File: src/rtl/pb_cmd_pkg.sv
// Shared types and helpers for the pushbutton command encoder.
package pb_cmd_pkg;

  typedef enum logic [1:0] {IDLE, HOLD, WAIT} pb_state_t;

  localparam int CODE_W = 5;
  localparam logic [CODE_W-1:0] NO_CODE = 5'h1F;

  // Index of the lowest set bit; NO_CODE for an empty vector.
  function automatic logic [CODE_W-1:0] lowest_index(input logic [30:0] vec);
    logic [CODE_W-1:0] code;
    code = NO_CODE;
    for (int unsigned i = 31; i > 0; i--) begin
      if (vec[i-1]) code = CODE_W'(i - 1);
    end
    return code;
  endfunction

endpackage

File: src/rtl/pb_debounce.sv
// Two-flop synchronizer plus stability counter for a vector of raw buttons.
module pb_debounce #(
  parameter int unsigned NBTN     = 21,
  parameter int unsigned DEBOUNCE = 3
) (
  input  logic            hz100,
  input  logic            reset,
  input  logic [NBTN-1:0] pb_raw,
  output logic [NBTN-1:0] pb_deb,
  output logic            deb_change
);

  localparam int unsigned CW = $clog2(DEBOUNCE + 1);

  logic [NBTN-1:0] sync1;
  logic [NBTN-1:0] sync2;
  logic [CW-1:0]   stable_cnt;

  always_ff @(posedge hz100) begin
    if (reset) begin
      sync1      <= '0;
      sync2      <= '0;
      stable_cnt <= '0;
      pb_deb     <= '0;
      deb_change <= 1'b0;
    end else begin
      sync1      <= pb_raw;
      sync2      <= sync1;
      deb_change <= 1'b0;
      // sync1 != sync2 means sync2 changes at this edge, so the count restarts.
      if (sync1 != sync2) begin
        stable_cnt <= '0;
      end else if (stable_cnt != CW'(DEBOUNCE)) begin
        stable_cnt <= stable_cnt + 1'b1;
      end
      if ((sync2 != pb_deb) && (stable_cnt == CW'(DEBOUNCE))) begin
        pb_deb     <= sync2;
        deb_change <= 1'b1;
      end
    end
  end

endmodule

File: src/rtl/pb_cmd_encoder.sv
// Debounced, priority-encoded pushbutton command strobes with auto-repeat.
module pb_cmd_encoder
  import pb_cmd_pkg::*;
#(
  parameter int unsigned NBTN        = 21,
  parameter int unsigned DEBOUNCE    = 3,
  parameter int unsigned REPEAT_DLY  = 50,
  parameter int unsigned REPEAT_RATE = 10,
  parameter logic [30:0] REPEAT_MASK = 31'h000900
) (
  input  logic              hz100,
  input  logic              reset,
  input  logic [NBTN-1:0]   pb,
  output logic              cmd_valid,
  output logic [CODE_W-1:0] cmd_code,
  output logic              cmd_repeat,
  output logic              multi,
  output logic              held
);

  localparam int unsigned TMAX = (REPEAT_DLY > REPEAT_RATE) ? REPEAT_DLY : REPEAT_RATE;
  localparam int unsigned TW   = $clog2(TMAX + 1);

  logic [NBTN-1:0]   pb_deb;
  logic              deb_change;
  logic [CODE_W-1:0] code_nxt;
  logic              any_set;
  logic              multi_nxt;
  logic              rep_btn;
  logic [31:0]       mask_ext;

  pb_state_t         state, state_nxt;
  logic [TW-1:0]     timer, timer_nxt;
  logic              strobe_nxt;
  logic              repeat_nxt;

  pb_debounce #(
    .NBTN     (NBTN),
    .DEBOUNCE (DEBOUNCE)
  ) u_debounce (
    .hz100      (hz100),
    .reset      (reset),
    .pb_raw     (pb),
    .pb_deb     (pb_deb),
    .deb_change (deb_change)
  );

  always_comb begin
    mask_ext  = {1'b0, REPEAT_MASK};
    code_nxt  = lowest_index(31'(pb_deb));
    any_set   = |pb_deb;
    multi_nxt = |(pb_deb & (pb_deb - 1'b1));
    rep_btn   = any_set && mask_ext[code_nxt];
  end

  always_comb begin
    state_nxt  = state;
    timer_nxt  = timer;
    strobe_nxt = 1'b0;
    repeat_nxt = 1'b0;
    if ((state == HOLD) && (timer != '0)) begin
      timer_nxt = timer - 1'b1;
    end
    // A debounced change pre-empts any pending repeat; reloads override the decrement.
    if (deb_change) begin
      if (!any_set) begin
        state_nxt = IDLE;
      end else begin
        strobe_nxt = 1'b1;
        timer_nxt  = TW'(REPEAT_DLY);
        state_nxt  = rep_btn ? HOLD : WAIT;
      end
    end else begin
      case (state)
        HOLD: begin
          if (timer == TW'(1)) begin
            strobe_nxt = 1'b1;
            repeat_nxt = 1'b1;
            timer_nxt  = TW'(REPEAT_RATE);
          end
        end
        WAIT: ;
        default: ;
      endcase
    end
  end

  always_ff @(posedge hz100) begin
    if (reset) begin
      state      <= IDLE;
      timer      <= '0;
      cmd_valid  <= 1'b0;
      cmd_repeat <= 1'b0;
      cmd_code   <= NO_CODE;
      multi      <= 1'b0;
      held       <= 1'b0;
    end else begin
      state      <= state_nxt;
      timer      <= timer_nxt;
      cmd_valid  <= strobe_nxt;
      cmd_repeat <= repeat_nxt;
      cmd_code   <= code_nxt;
      multi      <= multi_nxt;
      held       <= any_set;
    end
  end

endmodule

File: config.mk
export PLATFORM = sky130hd
export DESIGN_NAME = pb_cmd_encoder
export DESIGN_NICKNAME = d
export VERILOG_FILES = /design/src/rtl/pb_cmd_pkg.sv /design/src/rtl/pb_debounce.sv /design/src/rtl/pb_cmd_encoder.sv
export SDC_FILE = /design/constraint.sdc
export NUM_CORES = 1
export LEC_CHECK = 0
export BUFFER_PORTS_ARGS = -buffer_cell sky130_fd_sc_hd__buf_2
export CAP_MARGIN = 20
export CORE_MARGIN = 10
export CORE_UTILIZATION = 53
export CTS_CLUSTER_SIZE = 25
export DETAILED_ROUTE_END_ITERATION = 16
export HOLD_SLACK_MARGIN = 0.1
export MAX_ROUTING_LAYER = met4
export PLACE_DENSITY = 0.75
export SLEW_MARGIN = 20
export SYNTH_ARGS = -nofsm -noshare
export SYNTH_HDL_FRONTEND = slang
export SYNTH_SLANG_ARGS = --single-unit
File: constraint.sdc
create_clock -name hz100 -period 1.65 [get_ports hz100]
set_input_delay 0.0825 -clock hz100 [delete_from_list [all_inputs] [get_ports hz100]]
set_output_delay 0.0825 -clock hz100 [all_outputs]
set_load 0.02 [all_outputs]
# --- Yosys cells after proc, flatten, opt, wreduce, memory -nomap -nowiden ---
# Memory sizes are Yosys's and may differ from the RTL's.
# Index checks and enable logic that the tools add are counted.
totals:
  inputBits: 23
  rom_bits: 32
  register_bits: 83
  memories: 1
classes:
  muxes: 34
  bitwise_logic: 1
  n_eq_ne: 6
  order_cmp: 1
  reduce_logical: 8
  n_addsub: 3
mem_list:
  columns: ["name", "words", "word_bits", "rd", "rd_clocked_by_memory_dff", "wr", "line", "rtl"]
  rows:
  - ["(no name shown)", 32, 1, 1, 0, 0, "pb_cmd_encoder.sv:53", "rep_btn = any_set && mask_ext[code_nxt];"]
ops:
  columns: ["cell", "count"]
  rows:
  - ["$mux 5", 20]
  - ["$ne 21x21->1", 2]
  - ["$reduce_or 21->1", 2]
  - ["$mux 6", 5]
  - ["$and 21x21->21", 1]
  - ["$sub 21x1->21 const B", 1]
  - ["$eq 6x1->1 const B", 1]
  - ["$lt 5x6->1 const B", 1]
  - ["$mux 1", 6]
  - ["$reduce_bool 6->1", 1]
  - ["$sub 6x1->6 const B", 1]
  - ["$mux 2", 2]
  - ["$mux 4", 1]
  - ["$reduce_or 2->1", 2]
  - ["$logic_and 1x1->1", 3]
  - ["$add 2x1->2 const B", 1]
  - ["$eq 2x1->1 const B", 1]
  - ["$eq 2x2->1 const B", 1]
  - ["$ne 2x2->1 const B", 1]

# --- Depth between registers and ports, before layout ---
depth:
  depth_word: 26
  mapped_depth: 8

# --- By module ---
# From an unflattened synthesis, not the netlist that was laid out.
hier_totals:
  hier_cells: 412
  hier_area_um2: 3742.3
by_module_without_submodules:
  columns: ["module", "cells_each", "n_inst", "area_each_um2"]
  rows:
  - ["pb_debounce", 274, 1, 2603.7]
  - ["pb_cmd_encoder", 138, 1, 1138.6]

# --- Worst setup path after synthesis ---
# Ideal clock, no wire load.
synth_timing:
  path_type: "flip-flop to flip-flop"
  from: "register u_debounce.pb_deb[0]"
  to: "register state[1]"
  path_buffers: 1
  setup_slack_ns: -0.135
  setup_time_ns: 0.120
  stages_incl_launch_ff: 7
  t_arrival_ns: 1.665
  path_cell_list: "dfxtp_1 buf_4 or4_4 nor3_1 a21boi_2 a31oi_1 o31a_1"
synth_via:
  elab_chain_cells: 6
  word_cells_on_any_way: 7
  cone_classes: "mux (4); reduce/logical (2); memory (1)"
synth_lines:
  columns: ["item", "line", "rtl"]
  rows:
  - ["start, declared", "pb_debounce.sv:9", "output logic [NBTN-1:0] pb_deb,"]
  - ["start signal, assigned", "pb_debounce.sv:37", "pb_deb <= sync2;"]
  - ["$mux 5", "pb_cmd_pkg.sv:14", "if (vec[i-1]) code = CODE_W'(i - 1);"]
  - ["$mem_v2 32x1", null, null]
  - ["$mux 1 (implied by the code)", "pb_cmd_encoder.sv:53", null]
  - ["$logic_and 1x1->1", "pb_cmd_encoder.sv:53", null]
  - ["$mux 2", "pb_cmd_encoder.sv:71", "state_nxt = rep_btn ? HOLD : WAIT;"]
  - ["$mux 2 *", "pb_cmd_encoder.sv:66", "if (!any_set) begin"]
  - ["end signal, assigned", "pb_cmd_encoder.sv:98", "state <= state_nxt;"]
  - ["end, declared", "pb_cmd_encoder.sv:32", "pb_state_t state, state_nxt;"]
# Every way passes the cells marked *; elsewhere a longest branch is shown, timed or not. The select of a mux whose other input is x is not followed.
# A chain may end at the register's enable or synchronous reset.

# --- Final worst setup path ---
layout_timing:
  from: "register u_debounce.pb_deb[10]"
  to: "register u_debounce.deb_change"
layout_via:
  elab_chain_cells: 3
layout_lines:
  columns: ["item", "line", "rtl"]
  rows:
  - ["$ne 21x21->1", "pb_debounce.sv:36", "if ((sync2 != pb_deb) && (stable_cnt == CW'(DEBOUNCE))) begin"]
  - ["$logic_and 1x1->1", "pb_debounce.sv:36", null]
  - ["$mux 1", "pb_debounce.sv:36", null]
  - ["end signal, assigned", "pb_debounce.sv:25", "deb_change <= 1'b0;"]
  - ["end signal, assigned", "pb_debounce.sv:29", "deb_change <= 1'b0;"]
  - ["end signal, assigned", "pb_debounce.sv:38", "deb_change <= 1'b1;"]
  - ["end, declared", "pb_debounce.sv:10", "output logic deb_change"]
# No other way between the ends.

==> flow_metrics.py <==
metrics = {
    "outcome": {
        "outcome": "finished, violations left",
        "violations": "setup timing",
    },
    "global_route": {
        "grt_pass1_wl_microns": 15470,
        "grt_use_met1": 0.1909,
        "top_usage_layer": "met2",
        "gr-usage-all-layers": 0.1769,
        "antenna_found_initial": 0,
        "met2_usage": 0.3003,
        "grt_pass1_vias": 3303,
        "use_met3": 0.04300,
        "grt_max_degree": 39,
        "grt_overflow": 0,
    },
    "critical_path": {
        "worstPathCellList": "xor2_1, nor4_2, nand4_1, o41a_1, buf_4, and2_1",
        "critPathSlowestCell": "o41a_1",
        "crit_path_start_kind": "register",
        "worstSetupPathType": "reg -> reg",
        "reg2reg_depth": 6,
        "crit_start": "u_debounce.pb_deb[10]",
        "cp_data_arrival_time_ns": 2.02,
        "cp_max_fo": 6,
        "cp.required_ns": 1.90,
        "cp_slowest_stage_delay_ns": 0.39,
        "worstSetupEndpointType": "register",
        "r2r_start": "u_debounce.pb_deb[10]",
    },
    "yosys": {
        "syn_area_sq_um": 3827,
        "ys.flop_type": "dfxtp_1",
        "synthArstFlopShare": 0,
        "ys_types": 60,
        "synth_seq_cells": 83,
        "postSynthCellCount": 409,
        "avgSynthCellArea_sq_um": 9.358,
        "synth-seq-area-share": 0.4341,
        "synth_edf_count": 0,
        "synth_fp_nets": 436,
        "yosys_warnings": 0,
    },
    "cells_and_area": {
        "multiInputGateArea_sq_um": 2166,
        "design_area_sq_um": 5278,
        "fin_nets": 551,
        "drive_gt1_frac": 0.3542,
        "seqCellArea_sq_um": 1685,
        "final_cells": 624,
        "n_fill_cell": 478,
        "final_common_cell": "buf_4",
        "area.growth.synth_to_final_pct": 37.89,
        "diodes": 0,
        "final_cell_mix": "73 x buf_4, 68 x dfxtp_1, 52 x nand2_1",
    },
    "min_path": {
        "hold_class": "in -> reg",
        "hold_depth": 3,
        "hold_start": "reset",
    },
    "power": {
        "p_sw_w": 0.0008871,
        "leakage_nw": 2.230,
        "comb_power_share": 0.071,
        "p_per_area_nw_per_um2": 724.9,
        "p_clk_frac": 0.385,
        "sequentialPowerShare": 0.544,
        "switching_share": 0.2319,
        "ir_worst_vdd_v": 0.0007242,
        "p_int_w": 0.002938,
    },
    "sta": {
        "skew_ns": 0.009989,
        "tightestPinTransition_ns": 0.4262,
        "max_freq_mhz": 564.8,
        "hold_ws_ns": 0.1340,
        "min_period_over_period": 1.073,
        "layout_setup_ws_ns": -0.1204,
        "grt_setup_unrepaired": "yes",
        "drv_slew": 0,
        "tns_ns": -2.710,
        "finalHoldViolations": 0,
        "relSlewSlack": 0.7155,
        "setup_viol": 31,
        "period_needed_ns": 1.770,
    },
    "floorplanning": {
        "dieArea_sq_um": 11020,
        "initial_core_util": 0.5542,
        "fp-row-count": 30,
        "die_w_microns": 105.0,
        "dieHeight_microns": 105.0,
        "fp.coreArea_sq_um": 6907,
        "ios": 32,
    },
    "placement": {
        "dp_hpwl_microns": 6557,
        "io_buffers": 31,
        "gp_congestion": 0.8743,
        "pre_cts_ws_ns": -0.1586,
        "post-place-cells": 575,
        "dpl_cell_area_sq_um": 4477,
    },
    "clocking": {
        "clockBufferDepth": 2,
        "cts_htree_levels": 3,
        "clock-root-buffer": "clkbuf_8",
        "cts_tree": "yes",
        "cts_num_sinks": 83,
        "cts.clk_slew.worst_paths_ns": 0.09,
        "cts-buffers-inserted": 9,
        "insertion_delay_ns": 0.35,
    },
    "run": {
        "max_cap_violations": 0,
    },
    "detailed_routing": {
        "via_per_inst": 5.171,
        "drtIter0Drc": 140,
        "dr.pass1.iters": 4,
        "vias": 3227,
        "drc": 0,
        "wl_per_cell_microns": 15.78,
        "routed_wl_microns": 9846,
        "ant_nets": 0,
    },
}
-- final cells by class --
class / instances / share of cell area
Tap cell: 96 / 0.02276
Clock buffer: 10 / 0.02608
Timing Repair Buffer: 137 / 0.2037
Clock inverter: 5 / 0.01138
Sequential cell: 83 / 0.3193
Inverter: 9 / 0.006401
Multi-Input combinational cell: 284 / 0.4104
-- routing by layer --
layer	up-vias	routed length, microns
li1	1616	-
met1	1494	4255
met5	-	0
met3	23	408
met4	0	276
met2	94	4905
-- power groups by stage --
stage | clock [W] | sequential, W | combinational, W
finish | 0.00147 | 0.00208 | 0.000273
global route | 0.00158 | 0.00209 | 0.000298
CTS | 0.00150 | 0.00208 | 0.000267
detailed placement | 0 | 0.00213 | 0.000227
global placement | 0 | 0.00213 | 0.000223
floorplan | 0 | 0.00213 | 0.000135
-- sequential cells by signal, indices dropped and copies added, names as in the netlist, 2 cells and up --
signal                 count
cmd_code                   5
state                      2
timer                      6
u_debounce.pb_deb         21
u_debounce.stable_cnt      2
u_debounce.sync1          21
u_debounce.sync2          21
-- critical path: cells and delay by family (launching register included) --
| kind | cells | cell delay, ns |
|---|---|---|
| and+or+nand+nor | 3 | 0.59 |
| AOI/OAI and AO/OA | 1 | 0.39 |
| DFF | 1 | 0.33 |
| buffers and inverters | 1 | 0.19 |
| xor gates and xnor gates | 1 | 0.16 |
-- metrics by stage --
stage | utilization | total power [W]
floorplan | - | 0.002262
global placement | 0.6482 | 0.002352
detailed placement | 0.6482 | 0.002358
CTS | 0.7274 | 0.003851
global route | 0.7641 | 0.003961
finish | 0.7641 | 0.003826
-- worst paths after layout --
path	to	slack [ns]
worst min-delay path	cmd_code[1]	0.13
worst min register to register	u_debounce.sync2[10]	0.47
worst max-delay path	u_debounce.deb_change	-0.12
worst max register to register	u_debounce.deb_change	-0.12
-- synth_stat cells, drive strengths merged, types with 4 or more instances --
library cell | count | area share
dfxtp | 83 | 0.43
nand2 | 54 | 0.054
nor2b | 45 | 0.074
xor2 | 24 | 0.055
mux2i | 23 | 0.060
xnor2 | 23 | 0.053
buf | 17 | 0.038
clkbuf | 16 | 0.016
nor2 | 16 | 0.016
nor4 | 12 | 0.025
a21oi | 11 | 0.014
inv | 9 | 0.0088
nand4 | 9 | 0.016
nor3 | 6 | 0.0078
o21ai | 5 | 0.0065
ha | 4 | 0.013
nand3 | 4 | 0.0052
o31ai | 4 | 0.011
or3 | 4 | 0.0072
-- kinds of logic after synthesis --
| family | share of synthesized area |
|---|---|
| adders and majority gates | 0.01831 |
| muxes | 0.06015 |
| AOI/OAI and AO/OA | 0.08957 |
| DFF | 0.4341 |
| and+or+nand+nor | 0.2279 |
| buffers and inverters | 0.06244 |
| xor gates and xnor gates | 0.1076 |
-- timing repair --
item,in CTS,in global routing
pin swaps,10,9
resized for setup,30,37
hold buffers,21,0
buffers inserted,2,11
gates cloned,0,0
hold endpoints to repair,21,0
setup endpoints to repair,33,35
No activity file was read; power rests on OpenSTA's default activity.
